## src/rtl/kernel_run_pkg.sv

```systemverilog
// Shared types and constants for the kernel run sequencer.
package kernel_run_pkg;

    localparam int unsigned NUM_LANES    = 8;
    localparam int unsigned DATA_W       = 32;
    localparam int unsigned NIB_PER_LANE = DATA_W / 4;
    localparam int unsigned DUMP_LEN     = NUM_LANES * NIB_PER_LANE;
    localparam int unsigned LANE_W       = $clog2(NUM_LANES);
    localparam int unsigned NIB_W        = $clog2(NIB_PER_LANE);
    localparam int unsigned RUN_W        = 6;

    typedef enum logic [2:0] {
        ST_IDLE,
        ST_START,
        ST_WAIT,
        ST_DUMP,
        ST_GAP,
        ST_FINISH
    } run_state_e;

endpackage

```

## src/rtl/kernel_run_ctrl_if.sv

```systemverilog
// Kernel ap_ctrl_hs handshake, output-stream taps and checksum dump port.
interface kernel_run_ctrl_if;
    import kernel_run_pkg::*;

    logic                          ap_done;
    logic                          ap_ready;
    logic                          ap_idle;
    logic [NUM_LANES-1:0]          lane_write;
    logic [NUM_LANES*DATA_W-1:0]   lane_din;
    logic                          ap_start;
    logic                          probe_out;
    logic [3:0]                    data_out;
    logic                          data_valid;
    logic [RUN_W-1:0]              run_cnt;
    logic                          all_done;

    // Sequencer side
    modport master (
        input  ap_done, ap_ready, ap_idle, lane_write, lane_din,
        output ap_start, probe_out, data_out, data_valid, run_cnt, all_done
    );

    // Kernel / board side
    modport slave (
        output ap_done, ap_ready, ap_idle, lane_write, lane_din,
        input  ap_start, probe_out, data_out, data_valid, run_cnt, all_done
    );

endinterface

```

## src/rtl/lane_xor_acc.sv

```systemverilog
// Per-lane XOR checksum accumulator with a nibble shift register for the dump.
module lane_xor_acc
    import kernel_run_pkg::*;
(
    input  logic              clk,
    input  logic              rst,
    input  logic              clr,
    input  logic              acc_en,
    input  logic              wr,
    input  logic [DATA_W-1:0] din,
    input  logic              load,
    input  logic              take,
    output logic [3:0]        nib_c
);

    logic [DATA_W-1:0] chk_q;
    logic [DATA_W-1:0] sr_q;
    logic [DATA_W-1:0] sum_c;

    // Checksum including this cycle's write, so a write coincident with done is kept
    assign sum_c = (acc_en && wr) ? (chk_q ^ din) : chk_q;

    // Nibble presented when this lane is taken: fresh sum on load, else shift-register head
    assign nib_c = load ? sum_c[DATA_W-1 -: 4] : sr_q[DATA_W-1 -: 4];

    // Accumulator: clear on run start, fold writes while the run is in flight
    always_ff @(posedge clk) begin
        if (rst) begin
            chk_q <= '0;
        end else if (clr) begin
            chk_q <= '0;
        end else if (acc_en && wr) begin
            chk_q <= sum_c;
        end
    end

    // Dump shift register: parallel load, pop one nibble per take
    always_ff @(posedge clk) begin
        if (rst) begin
            sr_q <= '0;
        end else if (load) begin
            sr_q <= take ? {sum_c[DATA_W-5:0], 4'h0} : sum_c;
        end else if (take) begin
            sr_q <= {sr_q[DATA_W-5:0], 4'h0};
        end
    end

endmodule

```

## src/rtl/kernel_run_ctrl.sv

```systemverilog
// Launches the kernel NUM_RUNS times and dumps per-lane XOR checksums as nibbles.
module kernel_run_ctrl
    import kernel_run_pkg::*;
#(
    parameter int unsigned NUM_RUNS   = 2,
    parameter int unsigned GAP_CYCLES = 16
) (
    input  logic              ap_clk,
    input  logic              ap_rst,
    kernel_run_ctrl_if.master bus
);

    localparam int unsigned GAP_W = (GAP_CYCLES > 1) ? $clog2(GAP_CYCLES) : 1;

    run_state_e         state_q;
    run_state_e         state_d;
    logic [GAP_W-1:0]   gap_cnt_q;
    logic [GAP_W-1:0]   gap_cnt_d;
    logic [LANE_W-1:0]  lane_idx_q;
    logic [LANE_W-1:0]  lane_idx_d;
    logic [NIB_W-1:0]   nib_idx_q;
    logic [NIB_W-1:0]   nib_idx_d;
    logic [RUN_W-1:0]   run_cnt_q;
    logic [RUN_W-1:0]   run_cnt_d;

    logic               acc_clr;
    logic               acc_en;
    logic               load;
    logic               take_en;
    logic [LANE_W-1:0]  take_lane;
    logic [3:0]         data_out_d;

    logic               ap_start_q;
    logic               probe_q;
    logic [3:0]         data_out_q;
    logic               data_valid_q;
    logic               all_done_q;

    logic [3:0]         lane_nib [NUM_LANES];

    // Next-state, counters and lane control
    always_comb begin
        state_d    = state_q;
        gap_cnt_d  = gap_cnt_q;
        lane_idx_d = lane_idx_q;
        nib_idx_d  = nib_idx_q;
        run_cnt_d  = run_cnt_q;
        acc_clr    = 1'b0;
        acc_en     = 1'b0;
        load       = 1'b0;
        take_en    = 1'b0;
        take_lane  = lane_idx_q;

        case (state_q)
            ST_IDLE: begin
                if (bus.ap_idle) begin
                    state_d = ST_START;
                    acc_clr = 1'b1;
                end
            end
            ST_START, ST_WAIT: begin
                acc_en = 1'b1;
                if (bus.ap_done) begin
                    // Done ends the run; ready+done together skips WAIT
                    state_d    = ST_DUMP;
                    load       = 1'b1;
                    take_en    = 1'b1;
                    take_lane  = '0;
                    lane_idx_d = '0;
                    nib_idx_d  = '0;
                    if (run_cnt_q < RUN_W'(NUM_RUNS)) begin
                        run_cnt_d = run_cnt_q + RUN_W'(1);
                    end
                end else if ((state_q == ST_START) && bus.ap_ready) begin
                    state_d = ST_WAIT;
                end
            end
            ST_DUMP: begin
                if ((lane_idx_q == LANE_W'(NUM_LANES - 1)) &&
                    (nib_idx_q == NIB_W'(NIB_PER_LANE - 1))) begin
                    state_d   = ST_GAP;
                    gap_cnt_d = '0;
                end else begin
                    take_en = 1'b1;
                    if (nib_idx_q == NIB_W'(NIB_PER_LANE - 1)) begin
                        lane_idx_d = lane_idx_q + LANE_W'(1);
                        nib_idx_d  = '0;
                    end else begin
                        nib_idx_d = nib_idx_q + NIB_W'(1);
                    end
                    take_lane = lane_idx_d;
                end
            end
            ST_GAP: begin
                if (gap_cnt_q == GAP_W'(GAP_CYCLES - 1)) begin
                    if (run_cnt_q < RUN_W'(NUM_RUNS)) begin
                        state_d = ST_START;
                        acc_clr = 1'b1;
                    end else begin
                        state_d = ST_FINISH;
                    end
                end else begin
                    gap_cnt_d = gap_cnt_q + GAP_W'(1);
                end
            end
            ST_FINISH: begin
                state_d = ST_FINISH;
            end
            default: begin
                state_d = ST_IDLE;
            end
        endcase
    end

    // Nibble selected for the dump output register
    always_comb begin
        data_out_d = 4'h0;
        if (take_en) begin
            data_out_d = lane_nib[take_lane];
        end
    end

    // State, counters and registered outputs
    always_ff @(posedge ap_clk) begin
        if (ap_rst) begin
            state_q      <= ST_IDLE;
            gap_cnt_q    <= '0;
            lane_idx_q   <= '0;
            nib_idx_q    <= '0;
            run_cnt_q    <= '0;
            ap_start_q   <= 1'b0;
            probe_q      <= 1'b0;
            data_out_q   <= 4'h0;
            data_valid_q <= 1'b0;
            all_done_q   <= 1'b0;
        end else begin
            state_q      <= state_d;
            gap_cnt_q    <= gap_cnt_d;
            lane_idx_q   <= lane_idx_d;
            nib_idx_q    <= nib_idx_d;
            run_cnt_q    <= run_cnt_d;
            ap_start_q   <= (state_d == ST_START);
            probe_q      <= (state_d == ST_START) || (state_d == ST_WAIT);
            data_out_q   <= data_out_d;
            data_valid_q <= (state_d == ST_DUMP);
            all_done_q   <= (state_d == ST_FINISH);
        end
    end

    // One accumulator per output stream
    for (genvar k = 0; k < NUM_LANES; k++) begin : g_lane
        lane_xor_acc u_acc (
            .clk    (ap_clk),
            .rst    (ap_rst),
            .clr    (acc_clr),
            .acc_en (acc_en),
            .wr     (bus.lane_write[k]),
            .din    (bus.lane_din[k*DATA_W +: DATA_W]),
            .load   (load),
            .take   (take_en && (take_lane == LANE_W'(k))),
            .nib_c  (lane_nib[k])
        );
    end

    assign bus.ap_start   = ap_start_q;
    assign bus.probe_out  = probe_q;
    assign bus.data_out   = data_out_q;
    assign bus.data_valid = data_valid_q;
    assign bus.run_cnt    = run_cnt_q;
    assign bus.all_done   = all_done_q;

endmodule

```

## src/flat_wrapper.sv

```systemverilog
// flat-port wrapper written by rule: the top's interface ports become plain ports
module kernel_run_ctrl_flat import kernel_run_pkg::*;
#(
    parameter int unsigned NUM_RUNS   = 2,
    parameter int unsigned GAP_CYCLES = 16
)
  (ap_clk, ap_rst, bus_ap_done, bus_ap_ready, bus_ap_idle, bus_lane_write, bus_lane_din, bus_ap_start, bus_probe_out, bus_data_out, bus_data_valid, bus_run_cnt, bus_all_done);
  kernel_run_ctrl_if bus_i ();
  input  logic ap_clk;
  input  logic ap_rst;
  input wire logic [$bits(bus_i.ap_done)-1:0] bus_ap_done;
  input wire logic [$bits(bus_i.ap_ready)-1:0] bus_ap_ready;
  input wire logic [$bits(bus_i.ap_idle)-1:0] bus_ap_idle;
  input wire logic [$bits(bus_i.lane_write)-1:0] bus_lane_write;
  input wire logic [$bits(bus_i.lane_din)-1:0] bus_lane_din;
  output wire logic [$bits(bus_i.ap_start)-1:0] bus_ap_start;
  output wire logic [$bits(bus_i.probe_out)-1:0] bus_probe_out;
  output wire logic [$bits(bus_i.data_out)-1:0] bus_data_out;
  output wire logic [$bits(bus_i.data_valid)-1:0] bus_data_valid;
  output wire logic [$bits(bus_i.run_cnt)-1:0] bus_run_cnt;
  output wire logic [$bits(bus_i.all_done)-1:0] bus_all_done;
  assign bus_i.ap_done = bus_ap_done;
  assign bus_i.ap_ready = bus_ap_ready;
  assign bus_i.ap_idle = bus_ap_idle;
  assign bus_i.lane_write = bus_lane_write;
  assign bus_i.lane_din = bus_lane_din;
  assign bus_ap_start = bus_i.ap_start;
  assign bus_probe_out = bus_i.probe_out;
  assign bus_data_out = bus_i.data_out;
  assign bus_data_valid = bus_i.data_valid;
  assign bus_run_cnt = bus_i.run_cnt;
  assign bus_all_done = bus_i.all_done;
  kernel_run_ctrl #(.NUM_RUNS(NUM_RUNS), .GAP_CYCLES(GAP_CYCLES)) u_core (.ap_clk(ap_clk), .ap_rst(ap_rst), .bus(bus_i));
endmodule
```

## config.mk

```make
export PLATFORM = sky130hd
export DESIGN_NAME = kernel_run_ctrl_flat
export DESIGN_NICKNAME = d
export VERILOG_FILES = /design/src/rtl/kernel_run_pkg.sv /design/src/rtl/kernel_run_ctrl_if.sv /design/src/rtl/lane_xor_acc.sv /design/src/rtl/kernel_run_ctrl.sv /design/src/flat_wrapper.sv
export SDC_FILE = /design/constraint.sdc
export NUM_CORES = 1
export LEC_CHECK = 0
export BUFFER_PORTS_ARGS = -buffer_cell sky130_fd_sc_hd__buf_2
export CELL_PAD_IN_SITES_DETAIL_PLACEMENT = 0
export CELL_PAD_IN_SITES_GLOBAL_PLACEMENT = 2
export CORE_ASPECT_RATIO = 1.75
export CORE_UTILIZATION = 35
export DETAILED_ROUTE_END_ITERATION = 10
export HOLD_SLACK_MARGIN = 0.1
export PLACE_DENSITY_LB_ADDON = 0.1
export SETUP_SLACK_MARGIN = 0.3
export SLEW_MARGIN = 20
export SYNTH_ARGS = -nofsm -noshare
export SYNTH_HDL_FRONTEND = slang
export SYNTH_SLANG_ARGS = --single-unit
```

## constraint.sdc

```tcl
create_clock -name ap_clk -period 3.2 [get_ports ap_clk]
set_clock_uncertainty 0.15 [all_clocks]
set_input_delay 0.48 -clock ap_clk [delete_from_list [all_inputs] [get_ports ap_clk]]
set_output_delay 0.48 -clock ap_clk [all_outputs]
set_load 0.005 [all_outputs]
```

[After elaboration in Yosys (flattened, before gate mapping)]
Cells that the tools add are included.
Widths: inputs -> output; s select.
Word-level totals
  output and inout bits: 14
  register bits: 539
  logic and storage cells: 172
Operators by class
  bitwise logic cells: 10
  eq/ne operators: 23
  add/subtract/negate cells: 4
  order comparisons: 2
  mux-type cells: 70
  reduce and logical (&&, ||, !) cells: 37
Operators by type and width (count)
  $mux 32: 32
  $xor 32x32->32: 8
  $mux 4: 12
  $mux 3: 12
  $eq 3x3->1 const B: 9
  $reduce_bool 2->1: 10
  $eq 3x2->1 const B: 6
  $logic_and 1x1->1: 18
  $pmux 3 s5: 1
  $bmux 4 s3: 1
  $pmux 3 s2: 2
  $eq 3x1->1 const B: 3
  $reduce_and 3->1: 3
  $pmux 4 s2: 1
  $mux 1: 7
  $add 3x1->3 const B: 2
  $add 6x1->6 const B: 1
  $logic_not 3->1: 2
  $lt 6x2->1 const B: 1
  $ne 2x2->1 const B: 3
  $reduce_or 2->1: 3
  $add 4x1->4 const B: 1
  $eq 4x4->1 const B: 1
  $ge 4x4->1 const B: 1
  5 further kinds: 6

[Depth between registers and ports, before layout]
  depth in word-level cells: 9
  depth in mapped cells: 11
  depth with buffers taken out: 8

[Hierarchy]
A second synthesis with hierarchy kept.
Unflattened totals
  cell total of the unflattened synthesis: 2741
  area total of the unflattened synthesis: 24673.7 um2
By module, submodules not included
  lane_xor_acc: sequential area each 1281.2 um2, area each 2870.3 um2, cells an instance 318, instances 8
  kernel_run_ctrl: sequential area each 540.5 um2, area each 1711.6 um2, cells an instance 197, instances 1

[Worst setup path before layout]
Ideal clock, no wire load.
  kind: flip-flop to flip-flop
  start: register u_core.nib_idx_q[0]
  end: register u_core.g_lane[4].u_acc.sr_q[18]
  arrival: 2.468 ns
  period minus slack after synthesis: 2.754 ns
  library setup time: 0.136 ns
  setup slack: 0.446 ns
  cell stages (with the launch flop): 11
  buffers on the path: 2
  cell sequence: dfxtp_1 -> ha_1 -> ha_1 -> a21boi_1 -> o211ai_1 -> a32oi_2 -> buf_2 -> clkbuf_1 -> nor4_1 -> o31ai_1 -> a31oi_1
On the way
  longest elaborated chain between the ends: 8
  elaborated cells between the ends (all ways): 12
RTL lines
  start, declared: RTL line kernel_run_ctrl.sv:21  | logic [NIB_W-1:0] nib_idx_q;
  start signal, assigned: RTL line kernel_run_ctrl.sv:140  | nib_idx_q <= nib_idx_d;
  $eq 3x3->1 *: RTL line kernel_run_ctrl.sv:80, kernel_run_ctrl.sv:85
  $mux 3 / $logic_and 1x1->1 (equally long branches): RTL line kernel_run_ctrl.sv:85, kernel_run_ctrl.sv:79
  $mux 3: RTL line kernel_run_ctrl.sv:79  | if ((lane_idx_q == LANE_W'(NUM_LANES - 1)) &&
  $pmux 3 s2: RTL line kernel_run_ctrl.sv:54  | case (state_q)
  $eq 3x3->1: RTL line kernel_run_ctrl.sv:160  | .take (take_en && (take_lane == LANE_W'(k))),
  $logic_and 1x1->1 *: RTL line kernel_run_ctrl.sv:160
  $mux 32: RTL line lane_xor_acc.sv:42  | sr_q <= take ? {sum_c[DATA_W-5:0], 4'h0} : sum_c;
  $mux 32: RTL line lane_xor_acc.sv:41  | end else if (load) begin
  end signal, assigned: RTL line lane_xor_acc.sv:42
  end signal, assigned: RTL line lane_xor_acc.sv:44  | sr_q <= {sr_q[DATA_W-5:0], 4'h0};
  end, declared: RTL line lane_xor_acc.sv:17  | logic [DATA_W-1:0] sr_q;
Mark *: on every way between the ends. The rest lies on a longest branch, timed or not.
A chain may end at the register's enable or synchronous reset.

[Worst setup path after layout]
  start: register u_core.nib_idx_q[0]
  end: register u_core.g_lane[0].u_acc.sr_q[30]
On the way
  longest elaborated chain between the ends: 8
  elaborated cells between the ends (all ways): 12
RTL lines (RTL line)
  $eq 3x3->1 *: kernel_run_ctrl.sv:80, kernel_run_ctrl.sv:85
  $mux 3 / $logic_and 1x1->1 (equally long branches): kernel_run_ctrl.sv:85, kernel_run_ctrl.sv:79
  $mux 3: kernel_run_ctrl.sv:79
  $pmux 3 s2: kernel_run_ctrl.sv:54
  $logic_not 3->1: kernel_run_ctrl.sv:160
  $logic_and 1x1->1 *: kernel_run_ctrl.sv:160
  $mux 32: lane_xor_acc.sv:42
  $mux 32: lane_xor_acc.sv:41
  end signal, assigned: lane_xor_acc.sv:42
  end signal, assigned: lane_xor_acc.sv:44
  end, declared: lane_xor_acc.sv:17
Marks and branches as above.

==> impl_metrics.json <==
{
  "outcome": "finished clean",
  "drt_wl_total_um": 73510,
  "area_growth_pct": 27.14,
  "grt.overflow.total": 0,
  "drtIter0Drc": 936,
  "path_max_fanout": 7,
  "sw_frac_of_total_pct": 28.20,
  "antenna_found_initial": 9,
  "crit_path_start_kind": "flip-flop",
  "end_kind": "flip-flop",
  "ir_drop_mv": 0.4116,
  "r2r_setup_slack_ns": 0.34,
  "yosysSeqAreaShare_pct": 46.40,
  "period_share_pct": 89.34,
  "antenna_left": 0,
  "finish.utilization_pct": 45.16,
  "hp-start": "bus_lane_din[67]",
  "die_area_um2": 67520,
  "ys.warnings.count": 0,
  "hold_depth": 4,
  "core_area_um2": 65470,
  "grt_pass1_vias": 19970,
  "vias": 20170,
  "ios": 283,
  "cts_buffers": 54,
  "setup_slack_ns": 0.3412,
  "critPathKind": "reg -> reg",
  "routed_via_density": 5.069,
  "die_h_um": 343.0,
  "grt_start_max_net_pins": 133,
  "io_buffers": 282,
  "regToRegStartpoint": "u_core.nib_idx_q[0]$_SDFFE_PP0P_",
  "cts_sinks": 539,
  "min_path_type": "in -> reg",
  "clock_path_buffers": 3,
  "p_int_mw": 12.04,
  "tightest_slew_ns": 0.9142,
  "tns_ns": 0,
  "power_leakage_nw": 11.78,
  "synth_edf_count": 0,
  "nNetsFinal": 3330,
  "wl_per_cell_um": 18.47,
  "dp_slack_ns": 0.1169,
  "power.switching_mw": 4.731,
  "p_clk_share_pct": 38.5,
  "power_density_nw_per_um2": 567.4,
  "power_frac_comb_pct": 16.5,
  "hold_end": "u_core.g_lane[2].u_acc.chk_q[3]$_SDFFE_PP0N_",
  "die_x_um": 196.9,
  "grt_use_total_pct": 21.30,
  "grt_pass1_wl_um": 113300,
  "hpwlAfterDp_um": 48930,
  "ys_ff_latch": 539,
  "drv_cap": 0,
  "critPathArrivalTime_ns": 3.25,
  "clkLatencyLatePin_ns": 0.62,
  "period_needed_ns": 2.859,
  "cts_root_buf": "clkbuf_16",
  "rows": 124,
  "synth_cell_types": 68,
  "gp_congestion": 0.8185,
  "drive_gt1_share_pct": 17.22,
  "cts_tree": "done",
  "async_flop_share_pct": 0,
  "r2r_end": "u_core.g_lane[0].u_acc.sr_q[30]$_SDFFE_PP0P_",
  "final-hold-violation-count": 0,
  "h-tree-depth": 2,
  "drtPass1Iterations": 5,
  "max_freq_mhz": 349.8,
  "r2r_cells": 10,
  "initial_core_util_pct": 35.52,
  "cts.reportedPaths.clkPinSlew_ns": 0.07,
  "drv_slew": 0,
  "netlist_area_um2": 23250,
  "rsz0062_at_grt": "true",
  "ys.flop_type": "dfxtp_1",
  "drc_errors": 0,
  "design_area_um2": 29570,
  "pwr-share-seq_pct": 45.1,
  "avgSynthCellArea_um2": 8.619,
  "slew_headroom_pct": 39.06,
  "post_dp_cell_area_um2": 25720,
  "cp.required_ns": 3.59,
  "setup_viol": 0,
  "syn-instance-count": 2698,
  "syn_nets": 2974
}
[critical path: stages (launching register included)]
cell and delay, ns:
dfxtp_2 0.34, ha_4 0.17, ha_4 0.18, and4b_4 0.23, a21bo_4 0.22, or4_4 0.65, nor3_4 0.24, buf_12 0.15
clkbuf_16 0.15, o221ai_1 0.11, a21oi_1 0.18
[cell usage in the layout (no fill, tap or decap), types with 9 or more instances in the layout]
cell and count:
clkinv_2 9, xor2_1 222, buf_2 281, a31oi_1 86, a21oi_1 153, o221ai_2 10
buf_12 23, nor2b_1 35, and3_1 14, o221ai_1 13, o311a_1 15, nand2_1 389
or3_1 15, nor4_1 35, a311oi_1 25, o31ai_1 28, a21boi_0 70, a22o_1 22
nor3_1 37, dfxtp_1 533, clkbuf_16 59, o211ai_1 33, nand4_1 93, clkbuf_8 19
dlygate4sd3_1 157, a2111oi_0 12, buf_4 69, nor2_1 361, nand3_1 21, mux2i_1 80
o21ai_0 12, xnor2_1 42
[power by group through the flow]
stage	Combinational [mW]	Sequential (mW)	Clock [mW]
floorplan	1.76	7.58	0
global placement	2.54	7.69	0
detailed placement	2.56	7.70	0
CTS	2.74	7.55	6.67
global route	3.08	7.61	6.94
finish	2.77	7.56	6.45
[repair_timing]
action | CTS | global route
hold buffers | 157 | 0
cloned | 0 | 5
pin swaps | 3 | 10
resized for setup | 10 | 36
buffers inserted | 10 | 6
endpoints found under the setup margin | 178 | 175
hold endpoints to repair | 158 | 0
[state kept, by name, indices dropped and copies added, names as in the netlist, 3 cells and up]
register,cells
u_core.state_q,3
u_core.nib_idx_q,3
u_core.lane_idx_q,3
u_core.g_lane.u_acc.chk_q,256
u_core.bus.data_out,4
u_core.gap_cnt_q,4
u_core.g_lane.u_acc.sr_q,256
u_core.bus.run_cnt,6
[synthesized netlist by cell type, types with 3 or more instances]
| cell type | number | area, um^2 |
|---|---|---|
| o221ai_1 | 23 | 201.4 |
| nand3_1 | 25 | 125.1 |
| buf_6 | 3 | 33.78 |
| inv_1 | 8 | 30.03 |
| mux2i_1 | 81 | 810.8 |
| or3_1 | 15 | 93.84 |
| dfxtp_1 | 539 | 10790 |
| xnor2_1 | 42 | 367.9 |
| ha_1 | 7 | 87.58 |
| nand4_1 | 93 | 581.8 |
| a2111oi_0 | 14 | 122.6 |
| nor3_1 | 38 | 190.2 |
| nand2_1 | 389 | 1460 |
| clkbuf_1 | 149 | 559.3 |
| a22o_1 | 22 | 192.7 |
| nor2_1 | 363 | 1363 |
| buf_1 | 34 | 127.6 |
| buf_4 | 5 | 37.54 |
| nor3b_1 | 4 | 30.03 |
| a311oi_1 | 27 | 236.5 |
| mux2_2 | 4 | 45.04 |
| xor2_1 | 222 | 1944 |
| o21ai_0 | 12 | 60.06 |
| buf_2 | 51 | 255.2 |
| o311a_1 | 15 | 150.1 |
| nor4_1 | 35 | 219.0 |
| and2_1 | 3 | 18.77 |
| o22ai_1 | 4 | 25.02 |
| a22oi_1 | 3 | 22.52 |
| nor2b_1 | 35 | 219.0 |
| a21oi_1 | 153 | 765.7 |
| o311ai_0 | 3 | 26.28 |
| o31ai_1 | 29 | 217.7 |
| nor3_4 | 3 | 48.80 |
| a21o_1 | 5 | 37.54 |
| and3_1 | 16 | 100.1 |
| or4_1 | 3 | 22.52 |
| a31oi_1 | 86 | 538.0 |
| o211ai_1 | 33 | 247.7 |
| a21boi_0 | 70 | 525.5 |
[logic make-up (layout without fill, tap and decap cells)]
family | count (synthesis) | count (layout) | synth area share (%)
AO/OA/AOI/OAI | 520 | 520 | 15.38
XOR/XNOR | 265 | 265 | 10.06
adder cells (fa/ha/maj) | 8 | 8 | 0.4197
buffers and inverters | 251 | 648 | 4.509
flip-flops | 539 | 539 | 46.40
multiplexers | 85 | 85 | 3.680
other | 0 | 3 | 0
AND/OR/NAND/NOR | 1030 | 1030 | 19.55
[routing by layer]
| layer | vias to the layer above | GRT usage, % | wire length, um |
|---|---|---|---|
| met3 | 110 | 3.057 | 3145 |
| met4 | 12 | 6.654 | 1915 |
| met2 | 479 | 36.84 | 35610 |
| li1 | 10020 | - | - |
| met1 | 9550 | 27.15 | 32760 |
| met5 | - | 0 | 74 |
[cell type report]
type	count	area [um^2]
clock buffers	80	1650
flip-flops and latches	539	10800
diodes	3	7.507
multi-input cells	1908	11660
inverters	8	32.53
clock inverters	17	137.6
repair buffers	543	4177
fillers	6587	35910
well taps	882	1104
[metrics by stage]
stage                     hold WS, ns  cells  total power [mW]
after floorplan                0.2818   2698             9.338
after global placement         0.2895   3702             10.23
after detailed placement       0.2931   3702             10.26
after CTS                      0.1000   3966             16.96
after global routing           0.1242   3980             17.63
final                          0.1255   3980             16.78
[worst max path at each step]
stage,startpoint,end,slack [ns],cells after the start
6_report,u_core.nib_idx_q[0]$_SDFFE_PP0P_,u_core.g_lane[0].u_acc.sr_q[30]$_SDFFE_PP0P_,0.34,10
2_1_floorplan,u_core.nib_idx_q[0]$_SDFFE_PP0P_,u_core.g_lane[4].u_acc.sr_q[18]$_SDFFE_PP0P_,0.45,10
5_1_grt,u_core.nib_idx_q[0]$_SDFFE_PP0P_,u_core.g_lane[0].u_acc.sr_q[11]$_SDFFE_PP0P_,0.26,10
3_5_place_dp,u_core.nib_idx_q[0]$_SDFFE_PP0P_,u_core.g_lane[1].u_acc.sr_q[12]$_SDFFE_PP0P_,0.12,9
4_1_cts,u_core.nib_idx_q[0]$_SDFFE_PP0P_,u_core.g_lane[3].u_acc.sr_q[25]$_SDFFE_PP0P_,0.30,9
3_3_place_gp,u_core.state_q[1]$_SDFF_PP0_,u_core.bus.data_out[0]$_SDFF_PP0_,0.14,9
Note: power is estimated with default switching activity, not from simulation.
